## config.mk

```make
export PLATFORM = sky130hd
export DESIGN_NAME = mem_stage_axi
export DESIGN_NICKNAME = d
export VERILOG_FILES = /design/src/rtl/mem_axi_pkg.sv /design/src/rtl/lsu_lane_align.sv /design/src/rtl/mem_stage_axi.sv
export SDC_FILE = /design/constraint.sdc
export NUM_CORES = 1
export LEC_CHECK = 0
export BUFFER_PORTS_ARGS = -buffer_cell sky130_fd_sc_hd__clkbuf_2
export CAP_MARGIN = 20
export CORE_MARGIN = 2
export CORE_UTILIZATION = 26
export CTS_CLUSTER_DIAMETER = 200
export DETAILED_ROUTE_END_ITERATION = 8
export GPL_TIMING_DRIVEN = 0
export MAX_ROUTING_LAYER = met4
export PLACE_DENSITY_LB_ADDON = 0.3
export SLEW_MARGIN = 20
export SYNTH_ARGS = -nofsm -noshare
export SYNTH_HDL_FRONTEND = slang
export SYNTH_SLANG_ARGS = --single-unit
```

## constraint.sdc

```tcl
create_clock -name clk -period 4.1 [get_ports clk]
set_input_delay 0.615 -clock clk [delete_from_list [all_inputs] [get_ports clk]]
set_output_delay 0.615 -clock clk [all_outputs]
set_load 0.02 [all_outputs]
```

## src/rtl/mem_axi_pkg.sv

```systemverilog
// mem_axi_pkg: encodings and FSM states shared by the AXI4-Lite memory stage
package mem_axi_pkg;

    localparam logic [1:0] STORE_SB = 2'b00;
    localparam logic [1:0] STORE_SH = 2'b01;
    localparam logic [1:0] STORE_SW = 2'b10;

    localparam logic [2:0] LOAD_LB  = 3'b000;
    localparam logic [2:0] LOAD_LH  = 3'b001;
    localparam logic [2:0] LOAD_LW  = 3'b010;
    localparam logic [2:0] LOAD_LBU = 3'b100;
    localparam logic [2:0] LOAD_LHU = 3'b101;

    localparam logic [1:0] AXI_RESP_OKAY   = 2'b00;
    localparam logic [1:0] AXI_RESP_EXOKAY = 2'b01;
    localparam logic [1:0] AXI_RESP_SLVERR = 2'b10;
    localparam logic [1:0] AXI_RESP_DECERR = 2'b11;

    typedef enum logic [2:0] {
        ST_IDLE,
        ST_WR_REQ,
        ST_WR_RESP,
        ST_RD_REQ,
        ST_RD_RESP,
        ST_DONE
    } state_e;

    // Anything other than OKAY (EXOKAY included) is treated as a failed access
    function automatic logic resp_err(input logic [1:0] resp);
        return resp != AXI_RESP_OKAY;
    endfunction

endpackage

```

## src/rtl/lsu_lane_align.sv

```systemverilog
// lsu_lane_align: store lane steering, load extraction/extension and misalignment detect
module lsu_lane_align
    import mem_axi_pkg::*;
#(
    parameter bit ALIGN_CHECK = 1'b1
) (
    input  logic        mem_read,
    input  logic        mem_write,
    input  logic [1:0]  addr_lo,
    input  logic [1:0]  store_type,
    input  logic [2:0]  load_type,
    input  logic [31:0] store_data,
    input  logic [1:0]  ld_addr_lo,
    input  logic [2:0]  ld_type,
    input  logic [31:0] rdata,
    output logic [31:0] wdata,
    output logic [3:0]  wstrb,
    output logic [31:0] ld_data,
    output logic        misalign
);

    logic [31:0] shifted;
    logic        st_mis;
    logic        ld_mis;

    // Replicate store data across lanes, shift the read word down to the addressed lane and extend it
    always_comb begin
        wdata   = store_type == STORE_SB ? {4{store_data[7:0]}} :
                  store_type == STORE_SH ? {2{store_data[15:0]}} : store_data;
        wstrb   = store_type == STORE_SB ? 4'b0001 << addr_lo :
                  store_type == STORE_SH ? 4'b0011 << addr_lo : 4'b1111;
        shifted = rdata >> {ld_addr_lo, 3'b000};
        case (ld_type)
            LOAD_LB:  ld_data = {{24{shifted[7]}}, shifted[7:0]};
            LOAD_LH:  ld_data = {{16{shifted[15]}}, shifted[15:0]};
            LOAD_LBU: ld_data = {24'h0, shifted[7:0]};
            LOAD_LHU: ld_data = {16'h0, shifted[15:0]};
            default:  ld_data = rdata;
        endcase
        st_mis   = store_type == STORE_SH ? addr_lo[0] :
                   store_type == STORE_SW ? |addr_lo : 1'b0;
        ld_mis   = (load_type == LOAD_LH || load_type == LOAD_LHU) ? addr_lo[0] :
                   load_type == LOAD_LW ? |addr_lo : 1'b0;
        misalign = ALIGN_CHECK && (mem_write ? st_mis : (mem_read && ld_mis));
    end

endmodule

```

## src/rtl/mem_stage_axi.sv

```systemverilog
// mem_stage_axi: pipeline memory stage issuing single AXI4-Lite transactions per load/store
module mem_stage_axi
    import mem_axi_pkg::*;
#(
    parameter int         ADDR_WIDTH  = 32,
    parameter logic [2:0] AXI_PROT    = 3'b000,
    parameter bit         ALIGN_CHECK = 1'b1
) (
    input  logic                  clk,
    input  logic                  rst,
    input  logic [31:0]           result,
    input  logic [31:0]           op2_data,
    input  logic                  mem_read,
    input  logic                  mem_write,
    input  logic [1:0]            store_type,
    input  logic [2:0]            load_type,
    output logic [31:0]           read_data,
    output logic [31:0]           calculated_result,
    output logic                  mem_stall,
    output logic                  misalign,
    output logic                  bus_error,
    output logic [ADDR_WIDTH-1:0] m_awaddr,
    output logic [2:0]            m_awprot,
    output logic                  m_awvalid,
    input  logic                  m_awready,
    output logic [31:0]           m_wdata,
    output logic [3:0]            m_wstrb,
    output logic                  m_wvalid,
    input  logic                  m_wready,
    input  logic [1:0]            m_bresp,
    input  logic                  m_bvalid,
    output logic                  m_bready,
    output logic [ADDR_WIDTH-1:0] m_araddr,
    output logic [2:0]            m_arprot,
    output logic                  m_arvalid,
    input  logic                  m_arready,
    input  logic [31:0]           m_rdata,
    input  logic [1:0]            m_rresp,
    input  logic                  m_rvalid,
    output logic                  m_rready
);

    state_e                state_q, state_d;
    logic [ADDR_WIDTH-1:0] addr_q, addr_d;
    logic [31:0]           wdata_q, wdata_d;
    logic [3:0]            wstrb_q, wstrb_d;
    logic [2:0]            ld_type_q, ld_type_d;
    logic                  awvalid_q, awvalid_d;
    logic                  wvalid_q, wvalid_d;
    logic                  arvalid_q, arvalid_d;
    logic [31:0]           read_data_q, read_data_d;
    logic                  misalign_q, misalign_d;
    logic                  bus_error_q, bus_error_d;

    logic [31:0] lane_wdata;
    logic [3:0]  lane_wstrb;
    logic [31:0] lane_ld_data;
    logic        mis;

    lsu_lane_align #(
        .ALIGN_CHECK(ALIGN_CHECK)
    ) u_lane (
        .mem_read  (mem_read),
        .mem_write (mem_write),
        .addr_lo   (result[1:0]),
        .store_type(store_type),
        .load_type (load_type),
        .store_data(op2_data),
        .ld_addr_lo(addr_q[1:0]),
        .ld_type   (ld_type_q),
        .rdata     (m_rdata),
        .wdata     (lane_wdata),
        .wstrb     (lane_wstrb),
        .ld_data   (lane_ld_data),
        .misalign  (mis)
    );

    // Next-state logic: accept an access in IDLE, walk the AXI handshakes, then one DONE cycle
    always_comb begin
        state_d     = state_q;
        addr_d      = addr_q;
        wdata_d     = wdata_q;
        wstrb_d     = wstrb_q;
        ld_type_d   = ld_type_q;
        awvalid_d   = awvalid_q;
        wvalid_d    = wvalid_q;
        arvalid_d   = arvalid_q;
        read_data_d = read_data_q;
        misalign_d  = 1'b0;
        bus_error_d = 1'b0;
        case (state_q)
            ST_IDLE: begin
                if (mis) begin
                    misalign_d = 1'b1;
                end else if (mem_write) begin
                    state_d   = ST_WR_REQ;
                    addr_d    = result[ADDR_WIDTH-1:0];
                    wdata_d   = lane_wdata;
                    wstrb_d   = lane_wstrb;
                    awvalid_d = 1'b1;
                    wvalid_d  = 1'b1;
                end else if (mem_read) begin
                    state_d   = ST_RD_REQ;
                    addr_d    = result[ADDR_WIDTH-1:0];
                    ld_type_d = load_type;
                    arvalid_d = 1'b1;
                end
            end
            ST_WR_REQ: begin
                awvalid_d = awvalid_q && !m_awready;
                wvalid_d  = wvalid_q && !m_wready;
                state_d   = (!awvalid_d && !wvalid_d) ? ST_WR_RESP : ST_WR_REQ;
            end
            ST_WR_RESP: begin
                state_d     = m_bvalid ? ST_DONE : ST_WR_RESP;
                bus_error_d = m_bvalid && resp_err(m_bresp);
            end
            ST_RD_REQ: begin
                arvalid_d = !m_arready;
                state_d   = m_arready ? ST_RD_RESP : ST_RD_REQ;
            end
            ST_RD_RESP: begin
                if (m_rvalid) begin
                    state_d     = ST_DONE;
                    read_data_d = resp_err(m_rresp) ? 32'h0 : lane_ld_data;
                    bus_error_d = resp_err(m_rresp);
                end
            end
            default: state_d = ST_IDLE;
        endcase
    end

    // State and registered outputs; reset drops every valid immediately
    always_ff @(posedge clk or negedge rst) begin
        if (!rst) begin
            state_q     <= ST_IDLE;
            addr_q      <= '0;
            wdata_q     <= '0;
            wstrb_q     <= '0;
            ld_type_q   <= '0;
            awvalid_q   <= 1'b0;
            wvalid_q    <= 1'b0;
            arvalid_q   <= 1'b0;
            read_data_q <= '0;
            misalign_q  <= 1'b0;
            bus_error_q <= 1'b0;
        end else begin
            state_q     <= state_d;
            addr_q      <= addr_d;
            wdata_q     <= wdata_d;
            wstrb_q     <= wstrb_d;
            ld_type_q   <= ld_type_d;
            awvalid_q   <= awvalid_d;
            wvalid_q    <= wvalid_d;
            arvalid_q   <= arvalid_d;
            read_data_q <= read_data_d;
            misalign_q  <= misalign_d;
            bus_error_q <= bus_error_d;
        end
    end

    assign mem_stall = (state_q == ST_IDLE && (mem_read || mem_write) && !mis) ||
                       (state_q inside {ST_WR_REQ, ST_WR_RESP, ST_RD_REQ, ST_RD_RESP});

    assign calculated_result = result;
    assign read_data         = read_data_q;
    assign misalign          = misalign_q;
    assign bus_error         = bus_error_q;
    assign m_awaddr          = {addr_q[ADDR_WIDTH-1:2], 2'b00};
    assign m_araddr          = {addr_q[ADDR_WIDTH-1:2], 2'b00};
    assign m_awprot          = AXI_PROT;
    assign m_arprot          = AXI_PROT;
    assign m_awvalid         = awvalid_q;
    assign m_wvalid          = wvalid_q;
    assign m_arvalid         = arvalid_q;
    assign m_wdata           = wdata_q;
    assign m_wstrb           = wstrb_q;
    assign m_bready          = state_q == ST_WR_RESP;
    assign m_rready          = state_q == ST_RD_RESP;

endmodule

```

Word-level counts from Yosys, hierarchy flattened
Index checks and enable logic that the tools add are counted.
Storage, ports and cells
  register bits after elaboration: 111
  input port bits: 114
  word-level logic and storage cells: 100
Cells by class
  eq/ne operators: 18
  shift-type cells: 3
  multiplexer cells: 33
  bitwise operators: 2
  reduce and logical (&&, ||, !) cells: 33
Operator list (count)
  32-bit 2-to-1 mux: 5
  32-bit one-hot mux with 4 select lines: 1
  32-bit by 5-bit >> shifter with 16-bit output: 1
  3-bit 2-to-1 mux: 6
  3-bit one-hot mux with 5 select lines: 1
  1-bit 2-to-1 mux: 13
  3-bit equality test (second input constant): 4
  3-bit AND reduction: 4
  2-bit != test (second input constant): 5
  2-bit nonzero test: 5
  3-bit by 1-bit equality test with 1-bit output (second input constant): 3
  3-bit by 2-bit equality test with 1-bit output (second input constant): 3
  4-bit 2-to-1 mux: 2
  1-bit one-hot mux with 2 select lines: 4
  4-bit AND reduction: 2
  1-bit logical AND: 7
  1-bit logical NOT: 6
  3-bit logical NOT: 2
  4-bit nonzero test: 1
  1-bit by 2-bit left shift with 4-bit output (first input constant): 1
  2-bit by 2-bit left shift with 4-bit output (first input constant): 1
  1-bit logical OR: 3
  3-bit != test (second input constant): 1
  2-bit by 1-bit equality test with 1-bit output (second input constant): 1
  other kinds (6): 7

Depth between registers and ports, before layout
Gate-level depths: netlist (run 1).
  depth in word-level cells: 8
  mapped depth: 8

By module
From an unflattened synthesis (run 1), not the netlist that was laid out.
Second synthesis, totals
  cell total of the unflattened synthesis: 631
  area total of the unflattened synthesis: 6568.8 sq um
By module, submodules not included
  mem_stage_axi: times used 1, cells each 450, area each 5306.3 sq um, seq. area each 2777.7 sq um
  lsu_lane_align: times used 1, cells each 181, area each 1262.5 sq um, seq. area each 0.0 sq um

Worst setup path before layout (run 1)
Ideal clock, no wire load.
  kind: input port to output port
  start point: input port result[0]
  end point: output port mem_stall
  arrival time: 1.784 ns
  data required time: 3.485 ns
  slack: 1.701 ns
  cell stages on the path: 6
  path buffers: 0
  cell sequence: inv_1 > ha_1 > or4b_1 > o21a_1 > nand3b_1 > a31oi_1
On the way
  cells in the longest elaborated chain, start to end: 8
RTL lines
  from (decl): line mem_stage_axi.sv:11  | input logic [31:0] result,
  2-bit OR reduction: line lsu_lane_align.sv:41, lsu_lane_align.sv:43
  1-bit 2-to-1 mux: line lsu_lane_align.sv:43  | load_type == LOAD_LW ? |addr_lo : 1'b0;
  1-bit 2-to-1 mux: line lsu_lane_align.sv:42  | ld_mis = (load_type == LOAD_LH || load_type == LOAD_LHU) ? addr_lo[0] :
  1-bit logical AND: line lsu_lane_align.sv:44  | misalign = ALIGN_CHECK && (mem_write ? st_mis : (mem_read && ld_mis));
  1-bit 2-to-1 mux *: line lsu_lane_align.sv:44
  1-bit logical NOT *: line mem_stage_axi.sv:162  | assign mem_stall = (state_q == ST_IDLE && (mem_read || mem_write) && !mis) ||
  1-bit logical AND *: line mem_stage_axi.sv:162
  1-bit logical OR *: line mem_stage_axi.sv:162
  to (decl): line mem_stage_axi.sv:19  | output logic mem_stall,
Mark *: on every way between the ends. The rest lies on a longest branch, timed or not.

Worst setup path after layout (run 1)
Ends and elaborated chain as after synthesis.

==> results.py, run 1 <==
metrics = {
    "clock_tree": {
        "ctsLongestPathBuffers": 2,
        "postCtsResizedCells": 0,
        "number_of_levels_the_h_tree_was_split_into": 3,
        "post-cts-setup-buffers": 0,
        "clock_latency_late_sink_ns": 0.37,
        "clock_transition_at_the_registers_of_the_reported_paths_ns": 0.08,
        "holdBufCountCts": 0,
        "cts_made_buffers": 9,
        "tritoncts": "yes",
        "cts_sinks": 111,
        "clk_root_buffer_cell": "sky130_fd_sc_hd__clkbuf_16",
    },
    "drt": {
        "drt_pass1_iterations": 4,
        "post_dr_vias_cell": 4.41,
        "route.detailed.drc": 0,
        "vias": 5419,
        "topRoutingLayerUsed": "met4",
        "wl_met3_um": 1210,
        "routed_wl_um": 19800,
        "dr_wl_met2_um": 9250,
        "drt-met1-wl_um": 8890,
        "drt-wirelength-per-cell_um": 16.1,
        "post_detailed_route_count_of_antenna_violating_nets": 0,
        "dr.first_iter.drc_count": 240,
    },
    "timing": {
        "finalCritPeriodShare": 0.714,
        "setup_slack_ns": 1.17,
        "final-setup-viol-count": 0,
        "final.setup.tns_ns": 0,
        "period_needed_ns": 2.93,
        "worst_case_headroom_to_the_max_slew_limit": 0.258,
        "timing_max_transition_violations_final": 0,
        "worst-slew-pin-transition_ns": 1.11,
        "finClkSkew_ns": 0.00993,
        "f_max_mhz": 342,
        "rsz0062_at_grt": "false",
        "finalHoldViolCount": 0,
    },
    "setup_path": {
        "type_of_the_worst_setup_path": "in -> out",
        "timing.critical_path.required_ns": 3.48,
        "critical_path_peak_fanout": 7,
        "number_of_cells_on_the_worst_reg_to_reg_path": 5,
        "setup.worst_path.end_class": "output port",
        "critPathLaunchType": "input pin",
        "critPathArrivalTime_ns": 2.31,
    },
    "yosys": {
        "synth_enable_flop_cells": 0,
        "ffs_latches_synth": 111,
        "synth.distinct_cells": 51,
        "synth-compound-area-share": 0.144,
        "synthesis.area_um2": 6260,
        "synth_top_cell_area_share": 0.444,
        "synth.largest_area_cell": "sky130_fd_sc_hd__dfrtp_1",
        "share_of_async_settable_or_async_resettable_flops_after_synthesis": 1.00,
        "synthesis.yosys.warnings": 0,
        "yosys-mux-area-fraction": 0.154,
        "post_synth_inst_count": 605,
        "mean_post_synth_cell_area_um2": 10.3,
        "synthSimpleGateAreaFrac": 0.0960,
        "area_share_of_fa_ha_maj_cells_after_synthesis": 0.00800,
        "ys_top_cells_by_area": "sky130_fd_sc_hd__dfrtp_1 44%, sky130_fd_sc_hd__buf_4 12%, sky130_fd_sc_hd__mux2_4 7.2%, sky130_fd_sc_hd__o21ai_0 5.4%, sky130_fd_sc_hd__mux2i_1 5.3%",
        "synthXorXnorAreaFrac": 0,
        "synth-seq-area-share": 0.444,
        "yosys_most_used_dff": "sky130_fd_sc_hd__dfrtp_1",
        "synth_top_family_by_area": "buffers and inverters",
    },
    "finish": {
        "antenna-diode-count": 0,
        "layout_cells_sized_above_1": 0.509,
        "layout_common_cells": "279 x sky130_fd_sc_hd__clkbuf_2, 111 x sky130_fd_sc_hd__dfrtp_1, 102 x sky130_fd_sc_hd__buf_4",
        "nets": 1024,
        "filler_cell_count": 2436,
        "mostFrequentLayoutCell": "sky130_fd_sc_hd__clkbuf_2",
        "area_growth_syn_to_layout_pct": 35.5,
    },
    "place": {
        "finalWeightedCongestion": 0.845,
        "place.detailed.hpwl_um": 15200,
        "pre_cts_ws_ns": 1.14,
        "placement.io_buffers": 280,
    },
    "power_and_ir_drop": {
        "worst_ir_drop_vdd_mv": 0.272,
        "power_leakage_uw": 0.00439,
        "power.density_cell_area_nw_per_um2": 778,
    },
    "global_routing": {
        "grt_start_max_net_pins": 57,
        "grt_pass1_wl_um": 31400,
        "residual_overflow_from_global_routing": 0,
        "number_of_antenna_violations_at_the_first_check_in_global_routing": 0,
        "track_usage": 0.161,
        "first_global_vias": 5453,
    },
    "floorplanning": {
        "floorplan.core_area_um2": 23500,
        "die_h_um": 159,
        "die_area_um2": 25300,
        "number_of_top_level_design_ports": 292,
        "floorplan.die.width_um": 159,
        "effective_utilization_at_floorplan": 0.266,
        "number_of_cell_rows": 56,
    },
    "outcome": {
        "status": "finished, final reports clean",
    },
    "worst_hold_path": {
        "hp-class": "in -> async",
    },
    "run": {
        "max_cap_viol_count": 0,
    },
}
[final cells by class]
class | count | area, um2 | share of cell area
buffer | 137 | 945 | 0.111
tap | 319 | 399 | 0.0471
clock buffer | 9 | 225 | 0.0266
multi-input combinational | 361 | 2550 | 0.301
clock inverter | 7 | 128 | 0.0150
timing repair buffer | 281 | 1440 | 0.169
sequential | 111 | 2780 | 0.327
inverter | 5 | 18.8 | 0.00221
[per-layer routing]
metal  GRT usage  vias up
li1            -     2600
met1       0.203     2592
met2       0.258      202
met3      0.0414       25
met4      0.0450        0
met5           -        -
[logic make-up after synthesis]
kind of cell,after synthesis
adders and majority gates,4
and+or+nand+nor,121
buffers and inverters,142
DFF,111
muxes,79
other,1
AOI/OAI and AO/OA,147
[synthesized netlist by cell type (5+ instances only)]
cell type and instances:
sky130_fd_sc_hd__a22oi_1 19, sky130_fd_sc_hd__buf_6 5, sky130_fd_sc_hd__o211ai_1 6, sky130_fd_sc_hd__nor2b_1 10, sky130_fd_sc_hd__mux2i_1 33, sky130_fd_sc_hd__clkbuf_1 20, sky130_fd_sc_hd__nor2_1 23, sky130_fd_sc_hd__dfrtp_1 111
sky130_fd_sc_hd__mux2_4 30, sky130_fd_sc_hd__o21ai_0 67, sky130_fd_sc_hd__a21oi_1 26, sky130_fd_sc_hd__o2bb2ai_1 5, sky130_fd_sc_hd__buf_2 8, sky130_fd_sc_hd__buf_4 102, sky130_fd_sc_hd__nand3b_1 6, sky130_fd_sc_hd__nand2_1 54
sky130_fd_sc_hd__mux2_2 16, sky130_fd_sc_hd__nand2b_1 7, sky130_fd_sc_hd__inv_1 5
[through the flow]
step           hold WS (ns)  std cells  utilization  cell area, um2  total power, uW
2_1_floorplan         0.319        614            -            6290             4430
3_3_place_gp          0.462       1213        0.344            8090             5560
3_5_place_dp          0.472       1214        0.345            8130             5580
4_1_cts               0.222       1230        0.360            8480             6680
5_1_grt               0.231       1230        0.360            8480             7050
6_report              0.199       1230        0.360            8480             6600
[critical path: stages]
cell                       delay [ns]
sky130_fd_sc_hd__clkbuf_2        0.20
sky130_fd_sc_hd__inv_1           0.10
sky130_fd_sc_hd__ha_1            0.27
sky130_fd_sc_hd__or4b_1          0.56
sky130_fd_sc_hd__o21a_1          0.16
sky130_fd_sc_hd__nand3b_1        0.09
sky130_fd_sc_hd__a31oi_1         0.12
sky130_fd_sc_hd__clkbuf_2        0.20
[power breakdown]
group | switching [uW] | internal [uW]
registers | 326 | 1600
logic | 2020 | 1580
clock network | 456 | 608
total | 2810 | 3790
[sequential cells by signal, summed over array words and instances (netlist names)]
signal and count:
misalign 1, m_wdata 32, read_data 32, ld_type_q 3, m_arvalid 1, m_wstrb 4, m_wvalid 1, state_q 3
addr_q 32, bus_error 1, m_awvalid 1
[path summary, 6_finish.rpt]
check / start / endpoint / slack (ns)
setup / recovery: result[0] / mem_stall / 1.17
hold / removal: rst / bus_error / 0.20
setup reg to reg: state_q[1] / addr_q[2] / 2.01
hold reg to reg: m_wstrb[0] / m_wstrb[0] / 0.49
max in group asynchronous: rst / m_wdata[5] / 3.23
min in group clk: m_wready / m_wvalid / 0.43
Note: power is estimated with default switching activity, not from simulation.
==> run 2: changes to the inputs <==
==> constraint.sdc (replaced) <==
create_clock -name clk -period 2.6 [get_ports clk]
set_input_delay 0.39 -clock clk [delete_from_list [all_inputs] [get_ports clk]]
set_output_delay 0.39 -clock clk [all_outputs]
set_load 0.02 [all_outputs]
==> results.py, run 2 (synthesized netlist as in run 1, its figures left out) <==
metrics = {
    "finish": {
        "antenna-diode-count": 0,
        "layout_common_cells": "279 x sky130_fd_sc_hd__clkbuf_2, 111 x sky130_fd_sc_hd__dfrtp_1, 102 x sky130_fd_sc_hd__buf_4",
        "mostFrequentLayoutCell": "sky130_fd_sc_hd__clkbuf_2",
        "layoutNonFillerInstCount": 1231,
        "nets": 1025,
        "area_growth_syn_to_layout_pct": 35.7,
        "final_util": 0.361,
        "layout_cells_sized_above_1": 0.509,
    },
    "timing": {
        "rsz0062_at_grt": "false",
        "finalHoldViolCount": 0,
        "worst_case_headroom_to_the_max_slew_limit": 0.259,
        "worst-slew-pin-transition_ns": 1.11,
        "f_max_mhz": 404,
        "finalCritPeriodShare": 0.952,
        "period_needed_ns": 2.48,
        "final-setup-viol-count": 0,
        "finClkSkew_ns": 0.00960,
        "timing_max_transition_violations_final": 0,
    },
    "setup_path": {
        "longest_individual_stage_delay_on_the_worst_path_ns": 0.56,
        "critPathArrivalTime_ns": 2.09,
        "timing.critical_path.required_ns": 2.21,
        "path_cells": "clkbuf_2 > inv_1 > ha_1 > or4b_1 > o21a_1 > nand3b_1 > a31oi_1 > clkbuf_2",
        "setup.worst_path.end_class": "output port",
        "rr_startpoint": "state_q[1]",
        "critPathLaunchType": "input pin",
        "crit-reg2reg-capture": "addr_q[2]",
        "number_of_cells_on_the_worst_reg_to_reg_path": 5,
        "setup.reg_to_reg.worst_slack_ns": 0.51,
        "critical-path-top-cell-by-count": "sky130_fd_sc_hd__clkbuf_2",
        "setup.worst_path.start": "result[0]",
        "critical_path_peak_fanout": 7,
        "type_of_the_worst_setup_path": "in -> out",
        "crit_slowest_cell": "sky130_fd_sc_hd__or4b_1",
    },
    "floorplanning": {
        "effective_utilization_at_floorplan": 0.266,
        "die_h_um": 159,
        "die_area_um2": 25300,
        "floorplan.core_area_um2": 23500,
        "number_of_top_level_design_ports": 292,
        "floorplan.die.width_um": 159,
        "number_of_cell_rows": 56,
    },
    "global_routing": {
        "grt_start_max_net_pins": 57,
        "grt_pass1_wl_um": 31400,
        "first_global_vias": 5463,
        "residual_overflow_from_global_routing": 0,
        "number_of_antenna_violations_at_the_first_check_in_global_routing": 0,
        "track_usage": 0.161,
    },
    "clock_tree": {
        "number_of_levels_the_h_tree_was_split_into": 3,
        "clock_transition_at_the_registers_of_the_reported_paths_ns": 0.08,
        "clock_latency_late_sink_ns": 0.37,
        "tritoncts": "yes",
        "ctsLongestPathBuffers": 2,
        "postCtsResizedCells": 0,
        "cts_sinks": 111,
        "clk_root_buffer_cell": "sky130_fd_sc_hd__clkbuf_16",
        "cts_made_buffers": 9,
    },
    "drt": {
        "route.detailed.drc": 0,
        "post_detailed_route_count_of_antenna_violating_nets": 0,
        "dr.first_iter.drc_count": 258,
        "routed_wl_um": 19800,
        "post_dr_vias_cell": 4.39,
        "vias": 5405,
        "drt_pass1_iterations": 4,
        "drt-wirelength-per-cell_um": 16.1,
    },
    "place": {
        "place.detailed.hpwl_um": 15200,
        "placement.io_buffers": 280,
        "post-place-cells": 1214,
        "finalWeightedCongestion": 0.845,
    },
    "worst_hold_path": {
        "min-delay-start": "m_wready",
        "worst_hold_path.endpoint": "m_wvalid",
        "hold_depth": 2,
        "hp-class": "in -> reg",
    },
    "power_and_ir_drop": {
        "worst_ir_drop_vdd_mv": 0.429,
        "power.density_cell_area_nw_per_um2": 1230,
        "power_leakage_uw": 0.00439,
    },
    "run": {
        "max_cap_viol_count": 0,
    },
    "outcome": {
        "status": "finished, final reports clean",
    },
}
-- run 2: cell types whose count changed in the layout (fill, tap and decap cells not counted) --
cell                            previous run  this run
sky130_fd_sc_hd__dlygate4sd3_1             0         1
-- run 2: power breakdown --
| part | internal (uW) | switching [uW] |
|---|---|---|
| registers | 2530 | 516 |
| clock network | 958 | 722 |
| logic | 2490 | 3190 |
| total | 5970 | 4430 |
-- run 2: layout make-up --
class                      count  area, um2
buffer                       137        945
clock buffer                   9        225
clock inverter                 7        128
fill                        2436      15100
inverter                       5       18.8
multi-input combinational    361       2550
sequential                   111       2780
tap                          319        399
timing repair buffer         282       1450
-- run 2: routing by layer --
| metal | track usage | share of wire |
|---|---|---|
| met5 | - | 0 |
| met4 | 0.0450 | 0.022 |
| met3 | 0.0414 | 0.061 |
| met2 | 0.258 | 0.47 |
| met1 | 0.203 | 0.45 |
-- run 2: stage by stage --
step | total power [uW] | cell area, um2 | TNS (ns) | hold WS (ns) | setup WS, ns
5_1_grt | 11100 | 8490 | 0 | 0.199 | 0.0364
6_report | 10400 | 8490 | 0 | 0.206 | 0.124
4_1_cts | 10500 | 8490 | 0 | 0.190 | 0.104
3_3_place_gp | 8770 | 8090 | -81.78 | 0.462 | -0.750
3_5_place_dp | 8810 | 8130 | 0 | 0.395 | 0.0303
2_1_floorplan | 6990 | 6290 | 0 | 0.0944 | 0.577
-- run 2: how the worst max path moves through the flow --
stage / endpoint / slack, ns / cells past startpoint
2_1_floorplan: addr_q[0] / 0.58 / 7
3_3_place_gp: m_wdata[20] / -0.75 / 1
3_5_place_dp: addr_q[10] / 0.03 / 8
4_1_cts: mem_stall / 0.10 / 8
5_1_grt: mem_stall / 0.04 / 8
6_report: mem_stall / 0.12 / 8
-- run 2: worst max-delay path, delay by kind of cell --
kind	cells	cell delay [ns]
and+or+nand+nor	2	0.65
buffers and inverters	3	0.50
AOI/OAI and AO/OA	2	0.28
adders and majority gates	1	0.27
-- run 2: what timing repair did --
| action | in CTS | in global routing |
|---|---|---|
| setup buffers | 0 | 0 |
| endpoints found under the hold margin | 2 | 0 |
| hold buffers | 1 | 0 |
